### src/rtl/ci_sequencer_pkg.sv
// Purpose: shared widths, opcode encodings and FSM state encoding for the CI/PI sequencer.
// Latency: n/a (declarations only).
// Backpressure: n/a.
package ci_sequencer_pkg;

    localparam int CI_ADDR_BITS = 5;
    localparam int CI_WORD_BITS = 32;
    localparam int CI_FUNC_BITS = 6;
    // Function field sits at bits FUNC_LSB.. of the store word; line field at bits 0..ADDR_BITS-1.
    localparam int CI_FUNC_LSB  = 13;

    localparam logic [CI_FUNC_BITS-1:0] INST_JMP = 6'b000000;
    localparam logic [CI_FUNC_BITS-1:0] INST_JRP = 6'b000001;
    localparam logic [CI_FUNC_BITS-1:0] INST_CMP = 6'b000011;
    localparam logic [CI_FUNC_BITS-1:0] INST_HLT = 6'b111111;

    typedef enum logic [1:0] {
        IDLE       = 2'd0,
        SCAN_INC   = 2'd1,
        SCAN_FETCH = 2'd2,
        ACTION     = 2'd3
    } seq_state_t;

endpackage

### src/rtl/ci_next_calc.sv
// Purpose: combinational next-CI value applied at action time, selected by the PI opcode.
// Latency: 0 cycles (pure combinational).
// Backpressure: none; the caller decides when the result is committed.
// Ports: op (PI function field), ci (current CI), operand (line field of the
//        addressed store word), acc_neg (accumulator sign) -> ci_next.
module ci_next_calc
    import ci_sequencer_pkg::*;
#(
    parameter int ADDR_BITS = CI_ADDR_BITS
) (
    input  logic [CI_FUNC_BITS-1:0] op,
    input  logic [ADDR_BITS-1:0]    ci,
    input  logic [ADDR_BITS-1:0]    operand,
    input  logic                    acc_neg,
    output logic [ADDR_BITS-1:0]    ci_next
);

    always_comb begin
        ci_next = ci;
        case (op)
            INST_JMP: ci_next = operand;
            // Sum naturally truncates to ADDR_BITS, giving the modulo wrap.
            INST_JRP: ci_next = ci + operand;
            INST_CMP: ci_next = acc_neg ? ci + 1'b1 : ci;
            INST_HLT: ci_next = ci;
            default:  ci_next = ci;
        endcase
    end

endmodule

### src/rtl/ci_sequencer.sv
// Purpose: CI/PI sequencer; increments CI each bar, fetches PI, drives line address and b_FST, applies jumps/skips.
// Latency: CI increments 1 cycle after w_S1 is sampled; b_FST valid the cycle after w_INSTR_GATE is sampled.
// Backpressure: ready=0 freezes every register; the FSM waits indefinitely for the gate and the action trigger.
// Ports: w_CLK, w_RESET_N (sync, active-low), ready, w_S1, w_INSTR_GATE, w_ACTION_TRIGGER_AUTO,
//        b_STORE_WORD, w_ACC_NEG in; b_LINE_ADDR, b_FST, b_CI, w_FETCH, w_EXEC_STROBE, w_SEQ_ERR out.
// Optional: define CI_PRESET_EN to add w_CI_LOAD / b_CI_LOAD_VAL (load CI while IDLE).
module ci_sequencer
    import ci_sequencer_pkg::*;
#(
    parameter int ADDR_BITS           = CI_ADDR_BITS,
    parameter int WORD_BITS           = CI_WORD_BITS,
    parameter int INSTR_FUNCTION_BITS = CI_FUNC_BITS,
    parameter int FUNC_LSB            = CI_FUNC_LSB
) (
    input  logic                           w_CLK,
    input  logic                           w_RESET_N,
    input  logic                           ready,
    input  logic                           w_S1,
    input  logic                           w_INSTR_GATE,
    input  logic                           w_ACTION_TRIGGER_AUTO,
    input  logic [0:WORD_BITS-1]           b_STORE_WORD,
    input  logic                           w_ACC_NEG,
`ifdef CI_PRESET_EN
    input  logic                           w_CI_LOAD,
    input  logic [0:ADDR_BITS-1]           b_CI_LOAD_VAL,
`endif
    output logic [0:ADDR_BITS-1]           b_LINE_ADDR,
    output logic [0:INSTR_FUNCTION_BITS-1] b_FST,
    output logic [0:ADDR_BITS-1]           b_CI,
    output logic                           w_FETCH,
    output logic                           w_EXEC_STROBE,
    output logic                           w_SEQ_ERR
);

    seq_state_t                     state_q, state_d;
    logic [ADDR_BITS-1:0]           ci_q, ci_d, ci_calc, line_addr;
    logic [WORD_BITS-1:0]           word, pi_q, pi_d;
    logic [INSTR_FUNCTION_BITS-1:0] fst_q, fst_d;
    logic                           strobe_q, strobe_d;
    logic                           err_q, err_d;
    logic                           load_req;
    logic [ADDR_BITS-1:0]           load_val;
    logic                           unused_word_bits;

    // Re-view the ascending-range store bus numerically so field slices read as bit weights.
    assign word = b_STORE_WORD;

`ifdef CI_PRESET_EN
    assign load_req = w_CI_LOAD;
    assign load_val = b_CI_LOAD_VAL;
`else
    assign load_req = 1'b0;
    assign load_val = '0;
`endif

    // Only the line and function fields are consumed downstream.
    assign unused_word_bits = ^{word, pi_q};

    // Operand is the word at the PI line (the store is addressed by PI during ACTION).
    ci_next_calc #(
        .ADDR_BITS (ADDR_BITS)
    ) u_next (
        .op      (pi_q[FUNC_LSB +: INSTR_FUNCTION_BITS]),
        .ci      (ci_q),
        .operand (word[ADDR_BITS-1:0]),
        .acc_neg (w_ACC_NEG),
        .ci_next (ci_calc)
    );

    always_ff @(posedge w_CLK) begin
        if (!w_RESET_N) begin
            state_q  <= IDLE;
            ci_q     <= '0;
            pi_q     <= '0;
            fst_q    <= '0;
            strobe_q <= 1'b0;
            err_q    <= 1'b0;
        end else if (ready) begin
            state_q  <= state_d;
            ci_q     <= ci_d;
            pi_q     <= pi_d;
            fst_q    <= fst_d;
            strobe_q <= strobe_d;
            err_q    <= err_d;
        end
    end

    always_comb begin
        state_d   = state_q;
        ci_d      = ci_q;
        pi_d      = pi_q;
        fst_d     = fst_q;
        strobe_d  = 1'b0;
        err_d     = err_q;
        line_addr = ci_q;
        case (state_q)
            IDLE: begin
                // A preset load takes priority and swallows a coincident w_S1 silently.
                if (load_req) begin
                    ci_d = load_val;
                end else if (w_S1) begin
                    state_d = SCAN_INC;
                end
            end
            SCAN_INC: begin
                ci_d    = ci_q + 1'b1;
                state_d = SCAN_FETCH;
                if (w_S1) err_d = 1'b1;
            end
            SCAN_FETCH: begin
                if (w_S1) err_d = 1'b1;
                if (w_INSTR_GATE) begin
                    pi_d    = word;
                    fst_d   = word[FUNC_LSB +: INSTR_FUNCTION_BITS];
                    state_d = ACTION;
                end
            end
            ACTION: begin
                line_addr = pi_q[ADDR_BITS-1:0];
                // w_S1 here still flags an error; the bar it heralds is dropped.
                if (w_S1) err_d = 1'b1;
                if (w_ACTION_TRIGGER_AUTO) begin
                    ci_d     = ci_calc;
                    strobe_d = 1'b1;
                    state_d  = IDLE;
                end
            end
            default: state_d = IDLE;
        endcase
    end

    assign b_LINE_ADDR   = line_addr;
    assign b_CI          = ci_q;
    assign b_FST         = fst_q;
    assign w_FETCH       = (state_q == SCAN_INC) || (state_q == SCAN_FETCH);
    assign w_EXEC_STROBE = strobe_q;
    assign w_SEQ_ERR     = err_q;

endmodule

### config.mk
export PLATFORM = sky130hd
export DESIGN_NAME = ci_sequencer
export DESIGN_NICKNAME = d
export VERILOG_FILES = /design/src/rtl/ci_sequencer_pkg.sv /design/src/rtl/ci_next_calc.sv /design/src/rtl/ci_sequencer.sv
export SDC_FILE = /design/constraint.sdc
export NUM_CORES = 1
export LEC_CHECK = 0
export ABC_AREA = 0
export CORE_UTILIZATION = 42
export DETAILED_ROUTE_END_ITERATION = 7
export PLACE_DENSITY = 0.81
export SYNTH_ARGS = -nofsm -noshare
export SYNTH_HDL_FRONTEND = slang
export SYNTH_SLANG_ARGS = --single-unit
### constraint.sdc
create_clock -name w_CLK -period 2.2 [get_ports w_CLK]
set_input_delay 0.44 -clock w_CLK [delete_from_list [all_inputs] [get_ports w_CLK]]
set_output_delay 0.44 -clock w_CLK [all_outputs]
set_load 0.005 [all_outputs]
Word level (Yosys, flattened, before mapping) --
Index checks and enable logic that the tools add are counted.
Cells by class: equality and inequality tests 10, reduce and logical (&&, ||, !) cells 9, mux-type cells 11, add/subtract/negate cells 2
Operator list (count):
- 5-bit 2-to-1 mux | 3
- 5-bit case mux with 3 select lines | 1
- 5-bit case mux with 2 select lines | 1
- 2-bit case mux with 4 select lines | 1
- 6-bit by 1-bit == test with 1-bit output, second input constant | 1
- 6-bit by 2-bit == test with 1-bit output, second input constant | 1
- 6-bit logical NOT | 1
- 2-bit 2-to-1 mux | 3
- 2-bit != test, second input constant | 3
- 3-bit AND reduction | 2
- 5-bit by 1-bit adder with 5-bit output, second input constant | 1
- 5-bit adder | 1
- 5-bit AND reduction | 1
- 2-bit == test, second input constant | 2
- 4-bit by 1-bit != test with 1-bit output, second input constant | 1
- 4-bit AND reduction | 1
- 3-bit != test, second input constant | 1
- 3-bit OR reduction | 1
- 2-bit by 1-bit == test with 1-bit output, second input constant | 1
- 2-bit logical NOT | 1
- 1-bit 2-to-1 mux | 2
- 2-bit nonzero test | 1
- 1-bit logical OR | 1
Word-level totals: output and inout bits 19, input port bits 39, bits in registers 34, logic and storage cells 38

Logic depth before layout (Yosys ltp) --
depth after elaboration 5, gate-level depth with buffers 8, mapped depth without buffers 8

Hierarchy --
Synthesis repeated with hierarchy kept, for this count alone.
Unflattened totals: cells, all modules 181, area, all modules 1466.4 µm²
By module, submodules not included:
- ci_sequencer | sequential area each 400.4 µm², instances 1, cells an instance 123, area each 1053.5 µm²
- ci_next_calc | sequential area each 0.0 µm², instances 1, cells an instance 58, area each 412.9 µm²

Least setup slack after synthesis --
OpenSTA, ideal clock, no wires.
path kind reg2reg, start point register ci_q[0] (netlist: b_CI[4]), end point register ci_q[4] (netlist: b_CI[0]), clock period less this slack 1879 ps, data required time 2076 ps, buffers on the path 0, setup slack 321 ps, setup time 124 ps, arrival time 1755 ps, stages on the path, launching flop included 9, path through dfxtp_1 > ha_1 > inv_1 > fa_1 > nand2b_1 > a21oi_1 > xor2_1 > mux2i_1 > o22ai_1
Between the ends: word-level cells in the longest chain between the ends 5, elaborated cells between the ends (all ways) 6, classes of those cells add/sub (2); mux (4)
RTL lines:
- start, declared | line ci_sequencer.sv:36 | logic [ADDR_BITS-1:0] ci_q, ci_d, ci_calc, line_addr;
- start signal, assigned | line ci_sequencer.sv:80 | ci_q <= ci_d;
- 5-bit by 1-bit adder with 5-bit output | line ci_next_calc.sv:24, ci_sequencer.sv:106
- 5-bit 2-to-1 mux | line ci_next_calc.sv:24 | INST_CMP: ci_next = acc_neg ? ci + 1'b1 : ci;
- 5-bit case mux with 3 select lines | line ci_next_calc.sv:20 | case (op)
- 5-bit 2-to-1 mux | line ci_sequencer.sv:122 | if (w_ACTION_TRIGGER_AUTO) begin
- 5-bit case mux with 2 select lines (*) | line ci_sequencer.sv:96 | case (state_q)
Every way passes the cells marked *; elsewhere a longest branch is shown, timed or not. The select of a mux whose other input is x is not followed. A chain may end at the register's enable or synchronous reset.

Final worst setup path --
start point input b_STORE_WORD[31] (netlist name), end point register ci_q[4] (netlist: b_CI[0])
Between the ends: word-level cells in the longest chain between the ends 4
RTL lines:
- start, declared | line ci_sequencer.sv:21 | input logic [0:WORD_BITS-1] b_STORE_WORD,
- 5-bit adder | line ci_next_calc.sv:23 | INST_JRP: ci_next = ci + operand;
- 5-bit case mux with 3 select lines | line ci_next_calc.sv:20
- 5-bit 2-to-1 mux | line ci_sequencer.sv:122
- 5-bit case mux with 2 select lines | line ci_sequencer.sv:96
No other way between the ends. The select of a mux whose other input is x is not followed.

==> metrics.cfg <==
[route]
vias_per_cell = 5.51
wl_mm = 3.14
ant_nets = 0
wire_per_inst_um = 13.8
first_pass_iters = 8
vias = 1256
drc_errors = 2
initialDrtViolationCount = 46

[critical_path]
critPathLaunch = b_STORE_WORD[31]
endpoint_kind = flip-flop
arrival_ns = 2.35
reg2reg_depth = 8
r2r-start = b_CI[4]
critPathMaxFanout = 2
critPathKind = in2reg
r2r-end = b_CI[0]
reg2reg_slack_ns = 0.30
crit_end = b_CI[0]
cp.required_ns = 2.39
start_kind = input port

[grt]
grt_max_degree = 14
gr-usage-all-layers = 0.203
antenna_found_initial = 0
grt_pass1_wl_mm = 5.20
grt_overflow = 0
grt_pass1_vias = 1194

[timing]
rsz0062_at_grt = no
slew_violations = 0
fmax_mhz = 463
setup_violations = 0
skew_ns = 0.0131
hold_violations = 0
relSlewSlack = 0.645
fin_crit_sh = 0.983
min_period_ns = 2.16
tightest_slew_ns = 0.531

[synth]
seq_area_frac_synth = 0.306
synthArstFlopShare = 0
ys_seq_elements = 20
synthAdderAreaFrac = 0.101
ys_types = 36
syn_avg_cell_area_um2 = 8.07
ys_dominant_reg_cell = dfxtp_1
synth_xor_area_frac = 0.0335
syn-num-nets = 211
netlist_area_um2 = 1310
synth_top_family_by_area = compound AO/OA/AOI/OAI gates
synth-compound-area-share = 0.216
yosysWarnings = 0
synthSimpleGateAreaFrac = 0.197
synthMuxAreaShare = 0.0574
synth_edf_count = 0
syn_inst = 162

[placed_design]
io_buffers = 36
dpl.hpwl_mm = 2.40
dpl-instance-area_um2 = 1690
place_congestion = 0.931
placed_cells = 223

[final_layout]
seqCellArea_um2 = 408
area_growth_pct = 35.4
mostFrequentLayoutCells = 34 x clkdlybuf4s50_1, 29 x nand2_1, 18 x dfxtp_1
layout_commonest_cell = clkdlybuf4s50_1
fin_nets = 247
fill_cells = 264
multi_input_area_um2 = 821
antenna_cells = 0
final_area_um2 = 1770
drive_above_1_share = 0.132
final_cells = 228

[die]
core-area_um2 = 2850
pin_count = 58
rows = 19
start_util = 0.458
die_w_um = 57.8
die_h_um = 57.8
design.die.area_um2 = 3340

[run_status]
violations = DRC
outcome = finished with violations

[flow_run]
maxCapViolCount = 0

[power]
power.leakage_nw = 0.677
peakVddDrop_mv = 0.297
p_int_w = 0.000588
power_w = 0.000796
switching_power_w = 0.000208
power.density_nw_per_um2 = 450
swShare = 0.262
p_seq_frac = 0.492
pwr-share-comb = 0.242
clockPowerShare = 0.266

[clock_network]
cts.path.max_buffers = 2
cts.htree.levels = 1
clk_pin_slew_worst_paths_ns = 0.12
cts_tree = built
cts.sinks = 20
holdBufCountCts = 0
insertion_delay_ns = 0.31
numCtsBuffers = 3
cts-root-buf = clkbuf_4

[hold_path]
hold_class = reg2reg

-- worst min-delay path by stage --
| stage | slack, ns | start | cells past startpoint | endpoint |
|---|---|---|---|---|
| 5_1_grt | 0.51 | pi_q[1] | 2 | pi_q[1] |
| 3_3_place_gp | 0.45 | pi_q[4] | 2 | pi_q[4] |
| 6_report | 0.47 | pi_q[2] | 2 | pi_q[2] |
| 3_5_place_dp | 0.46 | pi_q[2] | 2 | pi_q[2] |
| 2_1_floorplan | 0.44 | pi_q[2] | 2 | pi_q[2] |
| 4_1_cts | 0.48 | pi_q[2] | 2 | pi_q[2] |
-- worst max-delay path, cell delays in order --
cell and delay [ns]:
clkdlybuf4s50_1 0.49, ha_2 0.21, inv_1 0.06, fa_2 0.34, nand2b_4 0.15, a21oi_2 0.15, xor2_1 0.21, mux2i_1 0.22
o22ai_1 0.10
-- cell type report --
type,count,area share
inverters,11,0.0233
repair buffers,44,0.240
clock buffers,4,0.0205
multi-input cells,118,0.464
well taps,31,0.0219
flip-flops and latches,20,0.230
-- cell usage after synthesis, types with 2 or more instances --
cell type	count	share of area
mux2i_1	3	0.023
nor2_1	8	0.023
buf_4	6	0.034
buf_2	2	0.0077
a21o_1	2	0.011
clkbuf_1	4	0.011
o21ai_0	5	0.019
nor3_1	2	0.0077
xor2_1	4	0.027
mux2_2	4	0.034
dfxtp_1	20	0.31
o22ai_1	4	0.019
nand2_1	29	0.083
inv_1	11	0.032
nand3_1	5	0.019
a21oi_1	5	0.019
nand2b_1	3	0.014
nor2b_1	3	0.014
a21boi_0	12	0.069
ha_1	9	0.086
a31oi_1	5	0.024
a311oi_1	2	0.013
-- metal layers --
layer | GRT usage | share of wire | vias up
met5 | 0 | 0 | -
met4 | 0.0408 | 0.0060 | 0
li1 | - | - | 627
met2 | 0.372 | 0.50 | 29
met3 | 0.0469 | 0.044 | 2
met1 | 0.242 | 0.45 | 598
-- per-stage QoR --
stage | utilization | worst slack, ns | setup TNS (ns) | hold slack (ns)
2_1_floorplan | - | 0.321 | 0 | 0.440
3_3_place_gp | 0.591 | -0.295 | -0.613 | 0.446
3_5_place_dp | 0.591 | -0.351 | -0.703 | 0.459
4_1_cts | 0.611 | 0.00192 | 0 | 0.476
5_1_grt | 0.621 | 0.00101 | 0 | 0.508
6_report | 0.621 | 0.0381 | 0 | 0.469
-- what timing repair did --
| action | 4_1_cts | 5_1_grt |
|---|---|---|
| pin swaps | 0 | 3 |
| endpoints found under the setup margin | 6 | 6 |
| resized for setup | 6 | 6 |
| setup buffers | 0 | 1 |
| hold endpoints to repair | 0 | 0 |
-- flip-flops by register name, summed over array words and instances (netlist names) --
name           cells
b_CI               5
w_SEQ_ERR          1
pi_q              10
state_q            2
b_FST              1
w_EXEC_STROBE      1
-- power by group through the flow --
| stage | clock network [W] | registers [W] | logic [W] |
|---|---|---|---|
| after detailed placement | 0 | 0.000398 | 0.000187 |
| after global placement | 0 | 0.000396 | 0.000180 |
| after floorplan | 0 | 0.000397 | 0.0000910 |
| after global routing | 0.000235 | 0.000394 | 0.000210 |
| after CTS | 0.000220 | 0.000392 | 0.000190 |
| final | 0.000212 | 0.000391 | 0.000193 |
-- cells by family (layout without fill, tap and decap cells) --
family	after synthesis	count (layout)
AOI/OAI and AO/OA	41	41
DFF	20	20
xor gates and xnor gates	5	5
and+or+nand+nor	55	55
adders and majority gates	10	10
buffers and inverters	24	59
muxes	7	7
Note: power is estimated with default switching activity, not from simulation.
